`config.mk`:
```
export PLATFORM = sky130hd
export DESIGN_NAME = cell_test_sequencer
export DESIGN_NICKNAME = d
export VERILOG_FILES = /design/src/rtl/cell_test_pkg.sv /design/src/rtl/cell_out_sync.sv /design/src/rtl/cell_test_sequencer.sv
export SDC_FILE = /design/constraint.sdc
export NUM_CORES = 1
export LEC_CHECK = 0
export BUFFER_PORTS_ARGS = -buffer_cell sky130_fd_sc_hd__buf_2
export CAP_MARGIN = 20
export CORE_MARGIN = 2
export CORE_UTILIZATION = 40
export CTS_BUF_LIST = sky130_fd_sc_hd__clkbuf_4 sky130_fd_sc_hd__clkbuf_8 sky130_fd_sc_hd__clkbuf_16
export CTS_CLUSTER_DIAMETER = 120
export DETAILED_ROUTE_END_ITERATION = 6
export SYNTH_ARGS = -nofsm -noshare
export SYNTH_HDL_FRONTEND = slang
export SYNTH_SLANG_ARGS = --single-unit
```
`constraint.sdc`:
```
create_clock -name wb_clk_i -period 9.1 [get_ports wb_clk_i]
set_input_delay 0.455 -clock wb_clk_i [delete_from_list [all_inputs] [get_ports wb_clk_i]]
set_output_delay 0.455 -clock wb_clk_i [all_outputs]
set_load 0.01 [all_outputs]
```
`src/rtl/cell_test_pkg.sv`:
```
// cell_test_pkg: shared widths, cell ID map, sequencer state encoding and the
// golden model for the LibreSilicon standard-cell test sequencer.
//   cell_n_inputs(id)              -> number of driven inputs (1..4)
//   cell_golden(id, vec, model_bit) -> expected outputs and compare mask
package cell_test_pkg;

    localparam int unsigned ID_W  = 5;
    localparam int unsigned VEC_W = 4;
    localparam int unsigned OUT_W = 2;
    localparam int unsigned ERR_W = 8;
    localparam int unsigned NIN_W = 3;
    localparam int unsigned CNT_W = 4;

    localparam logic [ID_W-1:0] CELL_AND2X1  = 5'd0;
    localparam logic [ID_W-1:0] CELL_AND2X2  = 5'd1;
    localparam logic [ID_W-1:0] CELL_AOI21X1 = 5'd2;
    localparam logic [ID_W-1:0] CELL_AOI22X1 = 5'd3;
    localparam logic [ID_W-1:0] CELL_BUFX2   = 5'd4;
    localparam logic [ID_W-1:0] CELL_BUFX4   = 5'd5;
    localparam logic [ID_W-1:0] CELL_CLKBUF1 = 5'd6;
    localparam logic [ID_W-1:0] CELL_HAX1    = 5'd7;
    localparam logic [ID_W-1:0] CELL_INV     = 5'd8;
    localparam logic [ID_W-1:0] CELL_INVX1   = 5'd9;
    localparam logic [ID_W-1:0] CELL_INVX2   = 5'd10;
    localparam logic [ID_W-1:0] CELL_INVX4   = 5'd11;
    localparam logic [ID_W-1:0] CELL_INVX8   = 5'd12;
    localparam logic [ID_W-1:0] CELL_LATCH   = 5'd13;
    localparam logic [ID_W-1:0] CELL_MUX2X1  = 5'd14;
    localparam logic [ID_W-1:0] CELL_NAND2X1 = 5'd15;
    localparam logic [ID_W-1:0] CELL_NAND3X1 = 5'd16;
    localparam logic [ID_W-1:0] CELL_NOR2X1  = 5'd17;
    localparam logic [ID_W-1:0] CELL_NOR3X1  = 5'd18;
    localparam logic [ID_W-1:0] CELL_OAI21X1 = 5'd19;
    localparam logic [ID_W-1:0] CELL_OAI22X1 = 5'd20;
    localparam logic [ID_W-1:0] CELL_OR2X1   = 5'd21;
    localparam logic [ID_W-1:0] CELL_OR2X2   = 5'd22;
    localparam logic [ID_W-1:0] CELL_TBUFX1  = 5'd23;
    localparam logic [ID_W-1:0] CELL_TBUFX2  = 5'd24;

    typedef enum logic [2:0] {
        ST_IDLE   = 3'd0,
        ST_APPLY  = 3'd1,
        ST_SETTLE = 3'd2,
        ST_CHECK  = 3'd3,
        ST_FIN    = 3'd4
    } state_t;

    // Expected cell response and per-bit compare enable (1 = compare).
    typedef struct packed {
        logic [OUT_W-1:0] expected;
        logic [OUT_W-1:0] mask;
    } golden_t;

    // Number of inputs exercised per cell; unknown IDs default to one.
    function automatic logic [NIN_W-1:0] cell_n_inputs(input logic [ID_W-1:0] id);
        logic [NIN_W-1:0] n;
        case (id)
            CELL_AND2X1, CELL_AND2X2, CELL_HAX1, CELL_LATCH,
            CELL_NAND2X1, CELL_NOR2X1, CELL_OR2X1, CELL_OR2X2,
            CELL_TBUFX1, CELL_TBUFX2:                          n = 3'd2;
            CELL_AOI21X1, CELL_MUX2X1, CELL_NAND3X1,
            CELL_NOR3X1, CELL_OAI21X1:                         n = 3'd3;
            CELL_AOI22X1, CELL_OAI22X1:                        n = 3'd4;
            default:                                           n = 3'd1;
        endcase
        return n;
    endfunction

    // Golden response for one vector. LATCH with CLK=0 returns the model bit;
    // whether that bit is trustworthy yet is decided by the caller.
    function automatic golden_t cell_golden(input logic [ID_W-1:0]  id,
                                            input logic [VEC_W-1:0] vec,
                                            input logic             model_bit);
        golden_t g;
        logic a, b, c, d;
        a = vec[0];
        b = vec[1];
        c = vec[2];
        d = vec[3];
        g.expected = '0;
        g.mask     = 2'b01;
        case (id)
            CELL_AND2X1, CELL_AND2X2:              g.expected[0] = a & b;
            CELL_AOI21X1:                          g.expected[0] = ~((a & b) | c);
            CELL_AOI22X1:                          g.expected[0] = ~((a & b) | (c & d));
            CELL_BUFX2, CELL_BUFX4, CELL_CLKBUF1:  g.expected[0] = a;
            CELL_HAX1: begin
                g.expected = {a & b, a ^ b};
                g.mask     = 2'b11;
            end
            CELL_INV, CELL_INVX1, CELL_INVX2,
            CELL_INVX4, CELL_INVX8:                g.expected[0] = ~a;
            CELL_LATCH:                            g.expected[0] = b ? a : model_bit;
            CELL_MUX2X1:                           g.expected[0] = c ? b : a;
            CELL_NAND2X1:                          g.expected[0] = ~(a & b);
            CELL_NAND3X1:                          g.expected[0] = ~(a & b & c);
            CELL_NOR2X1:                           g.expected[0] = ~(a | b);
            CELL_NOR3X1:                           g.expected[0] = ~(a | b | c);
            CELL_OAI21X1:                          g.expected[0] = ~((a | b) & c);
            CELL_OAI22X1:                          g.expected[0] = ~((a | b) & (c | d));
            CELL_OR2X1, CELL_OR2X2:                g.expected[0] = a | b;
            CELL_TBUFX1, CELL_TBUFX2: begin
                // Output floats while EN=0, so only enabled vectors count.
                g.expected[0] = a;
                g.mask        = {1'b0, b};
            end
            default:                               g.mask = '0;
        endcase
        return g;
    endfunction

endpackage

```
`src/rtl/cell_out_sync.sv`:
```
// cell_out_sync: two-flop synchroniser for the raw asynchronous cell outputs.
//   clk, rst_n : clock, async active-low reset
//   d          : raw cell outputs
//   q          : synchronised outputs (two cycles of latency)
module cell_out_sync #(
    parameter int unsigned WIDTH = 2
) (
    input  logic             clk,
    input  logic             rst_n,
    input  logic [WIDTH-1:0] d,
    output logic [WIDTH-1:0] q
);

    logic [WIDTH-1:0] meta;

    always_ff @(posedge clk or negedge rst_n) begin
        if (!rst_n) begin
            meta <= '0;
            q    <= '0;
        end else begin
            meta <= d;
            q    <= meta;
        end
    end

endmodule

```
`src/rtl/cell_test_sequencer.sv`:
```
// cell_test_sequencer: walks every input vector of one selected test cell,
// waits SETTLE_CYCLES, samples the synchronised outputs and compares them
// against the golden model, reporting error count and first failing vector.
//   wb_clk_i, wb_rst_n : clock, async active-low reset
//   start, abort       : run control; cell_sel sampled with start
//   cell_id_o, cell_in : selected cell ID and input drive to the array
//   cell_out           : raw cell outputs from the array
//   busy, done, pass, illegal, err_count, fail_vec, fail_valid : status
module cell_test_sequencer
    import cell_test_pkg::*;
#(
    parameter int unsigned SETTLE_CYCLES = 4,
    parameter int unsigned NUM_CELLS     = 25
) (
    input  logic             wb_clk_i,
    input  logic             wb_rst_n,
    input  logic             start,
    input  logic             abort,
    input  logic [ID_W-1:0]  cell_sel,
    output logic [ID_W-1:0]  cell_id_o,
    output logic [VEC_W-1:0] cell_in,
    input  logic [OUT_W-1:0] cell_out,
    output logic             busy,
    output logic             done,
    output logic             pass,
    output logic             illegal,
    output logic [ERR_W-1:0] err_count,
    output logic [VEC_W-1:0] fail_vec,
    output logic             fail_valid
);

    localparam logic [CNT_W-1:0] SETTLE_LAST = CNT_W'(SETTLE_CYCLES - 1);

    state_t           state, state_nxt;
    logic [ID_W-1:0]  cell_id_nxt;
    logic [VEC_W-1:0] cell_in_nxt;
    logic             busy_nxt, done_nxt, pass_nxt, illegal_nxt;
    logic [ERR_W-1:0] err_nxt;
    logic [VEC_W-1:0] fail_vec_nxt;
    logic             fail_valid_nxt;
    logic [VEC_W-1:0] vec_q, vec_nxt;
    logic [CNT_W-1:0] settle_cnt, settle_nxt;
    logic             model_bit, model_bit_nxt;
    logic             model_valid, model_valid_nxt;
    logic             illegal_pend, illegal_pend_nxt;

    logic [OUT_W-1:0] out_sync;
    logic [NIN_W-1:0] n_in;
    logic [VEC_W-1:0] last_vec;
    golden_t          golden;
    logic [OUT_W-1:0] cmp_mask;
    logic             mismatch;

    cell_out_sync #(.WIDTH(OUT_W)) u_sync (
        .clk   (wb_clk_i),
        .rst_n (wb_rst_n),
        .d     (cell_out),
        .q     (out_sync)
    );

    // Golden comparison of the currently applied vector.
    always_comb begin
        n_in     = cell_n_inputs(cell_id_o);
        last_vec = VEC_W'((5'd1 << n_in) - 5'd1);
        golden   = cell_golden(cell_id_o, vec_q, model_bit);
        cmp_mask = golden.mask;
        // LATCH hold vectors mean nothing until a transparent vector has set Q.
        if (cell_id_o == CELL_LATCH && !vec_q[1] && !model_valid) begin
            cmp_mask = '0;
        end
        mismatch = |((out_sync ^ golden.expected) & cmp_mask);
    end

    // Next-state and next-output logic.
    always_comb begin
        state_nxt        = state;
        cell_id_nxt      = cell_id_o;
        cell_in_nxt      = cell_in;
        pass_nxt         = pass;
        illegal_nxt      = illegal;
        err_nxt          = err_count;
        fail_vec_nxt     = fail_vec;
        fail_valid_nxt   = fail_valid;
        vec_nxt          = vec_q;
        settle_nxt       = settle_cnt;
        model_bit_nxt    = model_bit;
        model_valid_nxt  = model_valid;
        illegal_pend_nxt = illegal_pend;
        busy_nxt         = 1'b0;
        done_nxt         = 1'b0;

        case (state)
            ST_IDLE: begin
                if (illegal_pend) begin
                    // Illegal IDs spend one cycle here so done lands two cycles after start.
                    illegal_pend_nxt = 1'b0;
                    state_nxt        = ST_FIN;
                end else if (start) begin
                    cell_id_nxt     = cell_sel;
                    err_nxt         = '0;
                    fail_valid_nxt  = 1'b0;
                    pass_nxt        = 1'b0;
                    model_valid_nxt = 1'b0;
                    vec_nxt         = '0;
                    cell_in_nxt     = '0;
                    if (32'(cell_sel) >= NUM_CELLS) begin
                        illegal_nxt      = 1'b1;
                        illegal_pend_nxt = 1'b1;
                    end else begin
                        illegal_nxt = 1'b0;
                        state_nxt   = ST_APPLY;
                    end
                end
            end
            ST_APPLY: begin
                settle_nxt = '0;
                state_nxt  = ST_SETTLE;
            end
            ST_SETTLE: begin
                if (settle_cnt == SETTLE_LAST) begin
                    state_nxt = ST_CHECK;
                end else begin
                    settle_nxt = settle_cnt + CNT_W'(1);
                end
            end
            ST_CHECK: begin
                if (mismatch) begin
                    if (err_count != '1) begin
                        err_nxt = err_count + ERR_W'(1);
                    end
                    if (!fail_valid) begin
                        fail_vec_nxt   = vec_q;
                        fail_valid_nxt = 1'b1;
                    end
                end
                if (cell_id_o == CELL_LATCH && vec_q[1]) begin
                    model_bit_nxt   = vec_q[0];
                    model_valid_nxt = 1'b1;
                end
                if (vec_q == last_vec) begin
                    cell_in_nxt = '0;
                    state_nxt   = ST_FIN;
                end else begin
                    vec_nxt     = vec_q + VEC_W'(1);
                    cell_in_nxt = vec_q + VEC_W'(1);
                    state_nxt   = ST_APPLY;
                end
            end
            ST_FIN: begin
                state_nxt = ST_IDLE;
            end
            default: begin
                cell_in_nxt = '0;
                state_nxt   = ST_IDLE;
            end
        endcase

        // Abort discards the in-flight vector's result and skips done.
        if (abort && (state == ST_APPLY || state == ST_SETTLE || state == ST_CHECK)) begin
            state_nxt      = ST_IDLE;
            cell_in_nxt    = '0;
            err_nxt        = err_count;
            fail_vec_nxt   = fail_vec;
            fail_valid_nxt = fail_valid;
        end

        busy_nxt = (state_nxt == ST_APPLY) || (state_nxt == ST_SETTLE) ||
                   (state_nxt == ST_CHECK);
        if (state_nxt == ST_FIN) begin
            done_nxt = 1'b1;
            pass_nxt = (err_nxt == '0) && !illegal_nxt;
        end
    end

    // State and registered outputs.
    always_ff @(posedge wb_clk_i or negedge wb_rst_n) begin
        if (!wb_rst_n) begin
            state        <= ST_IDLE;
            cell_id_o    <= '0;
            cell_in      <= '0;
            busy         <= 1'b0;
            done         <= 1'b0;
            pass         <= 1'b0;
            illegal      <= 1'b0;
            err_count    <= '0;
            fail_vec     <= '0;
            fail_valid   <= 1'b0;
            vec_q        <= '0;
            settle_cnt   <= '0;
            model_bit    <= 1'b0;
            model_valid  <= 1'b0;
            illegal_pend <= 1'b0;
        end else begin
            state        <= state_nxt;
            cell_id_o    <= cell_id_nxt;
            cell_in      <= cell_in_nxt;
            busy         <= busy_nxt;
            done         <= done_nxt;
            pass         <= pass_nxt;
            illegal      <= illegal_nxt;
            err_count    <= err_nxt;
            fail_vec     <= fail_vec_nxt;
            fail_valid   <= fail_valid_nxt;
            vec_q        <= vec_nxt;
            settle_cnt   <= settle_nxt;
            model_bit    <= model_bit_nxt;
            model_valid  <= model_valid_nxt;
            illegal_pend <= illegal_pend_nxt;
        end
    end

endmodule

```
* Yosys cells after proc, flatten, opt, wreduce, memory -nomap -nowiden
Memories as Yosys holds them, arrays and structs flattened. Cells that the tools add are included.
Storage, ports and cells: register bits 44, memory bits (read-only) 96, input port bits 11, memories 1
Operators by class: $add $sub $neg 4, $lt $le $gt $ge 1, eq/ne operators 45, shift operators 1, mux-type cells 43, bitwise gates (word level) 25, reduce and logical (&&, ||, !) cells 36
Memories:
- (no name shown) | depth 32, width 3, rd ports 1, clocked after memory_dff 0, wr ports 0, line cell_test_pkg.sv:57 | case (id)
Operators by type and width (count):
- 5-bit equality test, second input constant | 9
- 5-bit by 4-bit equality test with 1-bit output, second input constant | 8
- 8-bit two-way mux | 5
- 4-bit two-way mux | 6
- 22-bit OR reduction | 1
- 5-bit by 3-bit equality test with 1-bit output, second input constant | 4
- 3-bit two-way mux | 6
- 1-bit two-way mux | 16
- 4-bit one-hot mux with 2 select lines | 2
- 8-bit one-hot mux with 2 select lines | 1
- 1-bit one-hot mux with 15 select lines | 1
- 3-bit by 2-bit equality test with 1-bit output, second input constant | 4
- 2-bit != test, second input constant | 6
- 1-bit inverter | 12
- 3-bit one-hot mux with 4 select lines | 1
- 4-bit one-hot mux with 3 select lines | 1
- 4-bit AND reduction | 3
- 5-bit by 2-bit equality test with 1-bit output, second input constant | 2
- 5-bit OR reduction | 2
- 3-bit AND reduction | 3
- 4-bit by 1-bit adder with 4-bit output, second input constant | 2
- 8-bit by 1-bit adder with 8-bit output, second input constant | 1
- 8-bit logical NOT | 1
- 8-bit != test, second input constant | 1
- 28 further kinds | 57

* Longest topological paths before layout
word-level depth 13, gate-level depth with buffers 14, gate-level depth less buffers 12

* Modules after synthesis
From an unflattened synthesis, not the netlist that was laid out.
Second synthesis, totals: cells, all modules 300, area, all modules 2797.7 um2
By module, submodules not included:
- cell_test_sequencer | instances 1, cells each 296, area an instance 2697.6 um2, sequential area each 1001.0 um2
- cell_out_sync | instances 1, cells each 4, area an instance 100.1 um2, sequential area each 100.1 um2

* Worst setup path before layout
OpenSTA, ideal clock, no wires.
kind flip-flop to flip-flop, start reg vec_q[1], end reg pass, setup time 0.064 ns, data arrival time 2.786 ns, path slack 6.250 ns, stages on the path, launching flop included 14, path buffers 1, period minus slack after synthesis 2.850 ns, cells stage by stage dfrtp_1 buf_2 inv_1 ha_1 xor2_1 a21oi_1 o21ai_1 a2111oi_4 a41oi_1 nor2b_4 o41ai_4 o211ai_1 a2111oi_2 a21o_1
Between the ends: longest elaborated chain between the ends 13, elaborated cells between the ends (all ways) 44
Ends and longest elaborated chain:
- from (decl) | line cell_test_sequencer.sv:41 | logic [VEC_W-1:0] vec_q, vec_nxt;
- from (signal assigned) | line cell_test_sequencer.sv:204 | vec_q <= vec_nxt;
- 1-bit bitwise OR / 1-bit AND (equally long branches)
- 1-bit AND, or another cell as far along | line cell_test_pkg.sv:100 | CELL_OAI22X1: g.expected[0] = ~((a | b) & (c | d));
- 1-bit inverter, or another cell as far along | line cell_test_pkg.sv:100
- 1-bit one-hot mux with 15 select lines | line cell_test_pkg.sv:82 | case (id)
- 2-bit XOR | line cell_test_sequencer.sv:71 | mismatch = |((out_sync ^ golden.expected) & cmp_mask);
- 2-bit AND | line cell_test_sequencer.sv:71
- 2-bit OR reduction | line cell_test_sequencer.sv:71
- 8-bit two-way mux | line cell_test_sequencer.sv:127 | if (mismatch) begin
- 8-bit one-hot mux with 2 select lines | line cell_test_sequencer.sv:92 | case (state)
- 8-bit two-way mux | line cell_test_sequencer.sv:159 | if (abort && (state == ST_APPLY || state == ST_SETTLE || state == ST_CHECK)) begin
- 8-bit logical NOT | line cell_test_sequencer.sv:171 | pass_nxt = (err_nxt == '0) && !illegal_nxt;
- 1-bit logical AND | line cell_test_sequencer.sv:171
- 1-bit two-way mux | line cell_test_sequencer.sv:169 | if (state_nxt == ST_FIN) begin
- to (signal assigned) | line cell_test_sequencer.sv:199 | pass <= pass_nxt;
- to (decl) | line cell_test_sequencer.sv:25 | output logic pass,
Several ways; a longest one is shown, not always the timed one. A chain may end at the register's enable or synchronous reset.

* Worst setup path after layout
start reg cell_id_o[2], end reg pass
Between the ends: longest elaborated chain between the ends 12, elaborated cells between the ends (all ways) 58
Ends and longest elaborated chain:
- from (decl) | line cell_test_sequencer.sv:20 | output logic [ID_W-1:0] cell_id_o,
- from (signal assigned) | line cell_test_sequencer.sv:195 | cell_id_o <= cell_id_nxt;
- branches (longest 12 deep; another with 4-bit by 1-bit subtractor with 4-bit output)
Parallel ways; which one is timed is not known.

==> metrics.yaml <==
max-cap-violations: 0
chipWidth_um: 85.9
clkSinkCount: 44
worst_setup_hold_path_clk_slew_ps: 80
worst-slew-pin-transition_ps: 779
cts.path.max_buffers: 2
synth_area_leader_cell: "sky130_fd_sc_hd__dfrtp_1"
critPathBufInv: 0
port_buffers: 36
finish.net_count: 330
critPathMaxFanout: 23
post_synthesis_sequential_area_ratio_pct: 41.1
critical-path-slowest-cell: "sky130_fd_sc_hd__dfrtp_1"
layout_common_cells: "44 x sky130_fd_sc_hd__dfrtp_1, 36 x sky130_fd_sc_hd__buf_2, 28 x sky130_fd_sc_hd__nand2_1"
crit_path_cell_trace: "nand2_1 > or4b_4 > o221ai_2 > a2111oi_4 > a21oi_1 > nand2b_1 > mux2_2 > o211ai_1 > a2111oi_2 > a21o_1"
fmax_mhz: 289
post_synth_num_cell_types: 67
commonest_non_fill_non_tap_cell_in_the_layout: "sky130_fd_sc_hd__dfrtp_1"
post_cts.resized_instances: 0
tritoncts: "built"
holdBufCountCts: 0
number_of_enable_type_register_cells_in_the_synthesized_netlist: 0
yosys.area.top_type_share_pct: 41.1
status: "complete, but fails checks"
postSynthRegisterBits: 44
fillers: 632
synthTopCellsByArea: "sky130_fd_sc_hd__dfrtp_1 41%, sky130_fd_sc_hd__nand2_1 3.9%, sky130_fd_sc_hd__nor2_1 3.8%"
number_of_global_route_vias_before_repair: 1956
design.die.area_um2: 7370
tritoncts.num_buffers: 5
initial_utilization_pct: 41.7
synthCells: 287
power.ir.vdd_worst_uv: 159
drcViolationCount: 1
groute.usage.overall_pct: 16.3
maximum_number_of_pins_on_one_net_before_global_route_repair: 45
fp.coreArea_um2: 6420
slew_headroom_pct: 48.1
drt-wirelength-per-cell_um: 15.0
antenna_found_initial: 0
area_growth_pct: 12.1
synth-async-reset-ratio_pct: 100
die_h_um: 85.9
hold_path_class: "in2async"
finalCritPeriodShare_pct: 38.1
final-setup-viol-count: 0
grt_first_pass_wirelength_um: 9540
mappedNetlistArea_um2: 2680
cpPeakStageDelay_ps: 760
critPathRequiredTime_ps: 9340
count_of_pins_over_their_slew_limit: 0
synthesis.yosys.warnings: 0
io_pins: 37
vias: 2215
fin_setup_tns_ps: 0
fin_worst_skew_ps: 7.19
finalWirelength_um: 5870
setup.worst_path.class: "reg2reg"
critical-path-top-delay-family: "simple AND/OR/NAND/NOR gates"
route.antenna.remaining_nets: 0
final_layout_size_suffix_gt1_share_pct: 19.8
cts.root.buffer_cell: "sky130_fd_sc_hd__clkbuf_8"
setup_slack_on_the_worst_flop_to_flop_path_ps: 5630
critical_path_data_arrival_time_ps: 3700
grt.overflow.total: 0
report.final.hold_viol_count: 0
postCtsSetupBuffers: 0
finalWorstPathRequiredPeriod_ps: 3470
end_kind: "flop"
failed_checks: "DRC"
hold_slack_ps: 51.6
synth.net_count: 305
route.detailed.vias_per_inst: 5.68
htree_num_levels: 2
dominantRegCellSynth: "sky130_fd_sc_hd__dfrtp_1"
initialDrtViolationCount: 104
cellLeakagePower_uw: 0.00142
cp-start-kind: "flop"
gp_congestion: 0.963
clock_latency_ps: 300
unrepaired_setup_endpoints_after_global_routing: "false"
syn-mean-instance-area_um2: 9.34
antenna_cells_inserted: 0
hpwl_after_dpl_um: 4110
row_count: 29
drt_pre_antenna_iters: 7
power_density_nw_per_um2: 273
-- worst register-to-register path, delay by kind of cell, from the launching register on --
kind             cells  cell delay, ps
multiplexers         1             250
AO/OA/AOI/OAI        6            1170
AND/OR/NAND/NOR      3            1240
flip-flops           1             760
-- state kept, by name, summed over array words and instances (netlist names), 2 cells and up --
register,flops
settle_cnt,4
err_count,8
fail_vec,4
u_sync.meta,2
u_sync.q,2
state,3
vec_q,4
cell_id_o,5
cell_in,4
-- per-stage QoR --
stage	cells	area, um^2	utilization, %	setup WS [ps]	power, uW
after floorplan	287	2680	-	6250	589
after global placement	381	2860	44.6	5720	667
after detailed placement	381	2860	44.6	5670	664
after CTS	389	2980	46.5	5630	827
after global routing	390	3000	46.8	5370	886
final	390	3000	46.8	5630	820
-- report_power, final --
group	internal, uW	total, uW	switching, uW	leakage, uW
Combinational	156	331	175	0.000773
Sequential	230	332	102	0.000590
Clock	89.8	157	67.5	0.0000614
Total	476	820	344	0.00142
-- cell type report --
cell class	instances	area, um^2	area share (%)
clock buffers	6	82.6	2.75
clock inverters	2	38.8	1.29
inverters	9	33.8	1.12
multi-input cells	214	1440	48.1
flip-flops and latches	44	1100	36.7
well taps	77	96.3	3.21
repair buffers	38	208	6.91
-- cells in the mapped netlist (4+ instances only) --
master,count
sky130_fd_sc_hd__ha_1,7
sky130_fd_sc_hd__nand4_1,4
sky130_fd_sc_hd__nand2_1,28
sky130_fd_sc_hd__nor2b_1,5
sky130_fd_sc_hd__o21ai_0,13
sky130_fd_sc_hd__a31oi_1,6
sky130_fd_sc_hd__nor3_1,8
sky130_fd_sc_hd__nand3_1,8
sky130_fd_sc_hd__buf_2,6
sky130_fd_sc_hd__xnor2_1,6
sky130_fd_sc_hd__and3_1,4
sky130_fd_sc_hd__a21o_1,6
sky130_fd_sc_hd__a21oi_1,12
sky130_fd_sc_hd__a22o_1,5
sky130_fd_sc_hd__clkbuf_1,10
sky130_fd_sc_hd__o21ai_1,4
sky130_fd_sc_hd__dfrtp_1,44
sky130_fd_sc_hd__mux2_2,5
sky130_fd_sc_hd__nor2_1,27
sky130_fd_sc_hd__inv_1,8
sky130_fd_sc_hd__nand2b_1,5
-- kinds of logic after synthesis --
group,share of synthesized area (%)
buf+inv,5.04
xor+xnor,2.94
fa+ha+maj,3.64
mux,2.47
other cells,0.140
simple gates,23.0
flops,41.1
compound gates,21.7
-- worst paths after layout --
check | startpoint | endpoint | cells past startpoint
min in group wb_clk_i | cell_out[1] | u_sync.meta[1] | 1
min | wb_rst_n | err_count[4] | 1
min reg2reg | u_sync.meta[0] | u_sync.q[0] | 0
max reg2reg | cell_id_o[2] | pass | 10
max in group asynchronous | wb_rst_n | settle_cnt[2] | 2
max | cell_id_o[2] | pass | 10
-- metal layers --
metal	vias up	track usage [%]	wire length, um
met4	0	6.78	142
met2	48	23.6	2610
li1	1102	-	-
met1	1055	23.9	2890
met5	-	0	0
met3	10	3.08	228
No activity file was read; power rests on OpenSTA's default activity.
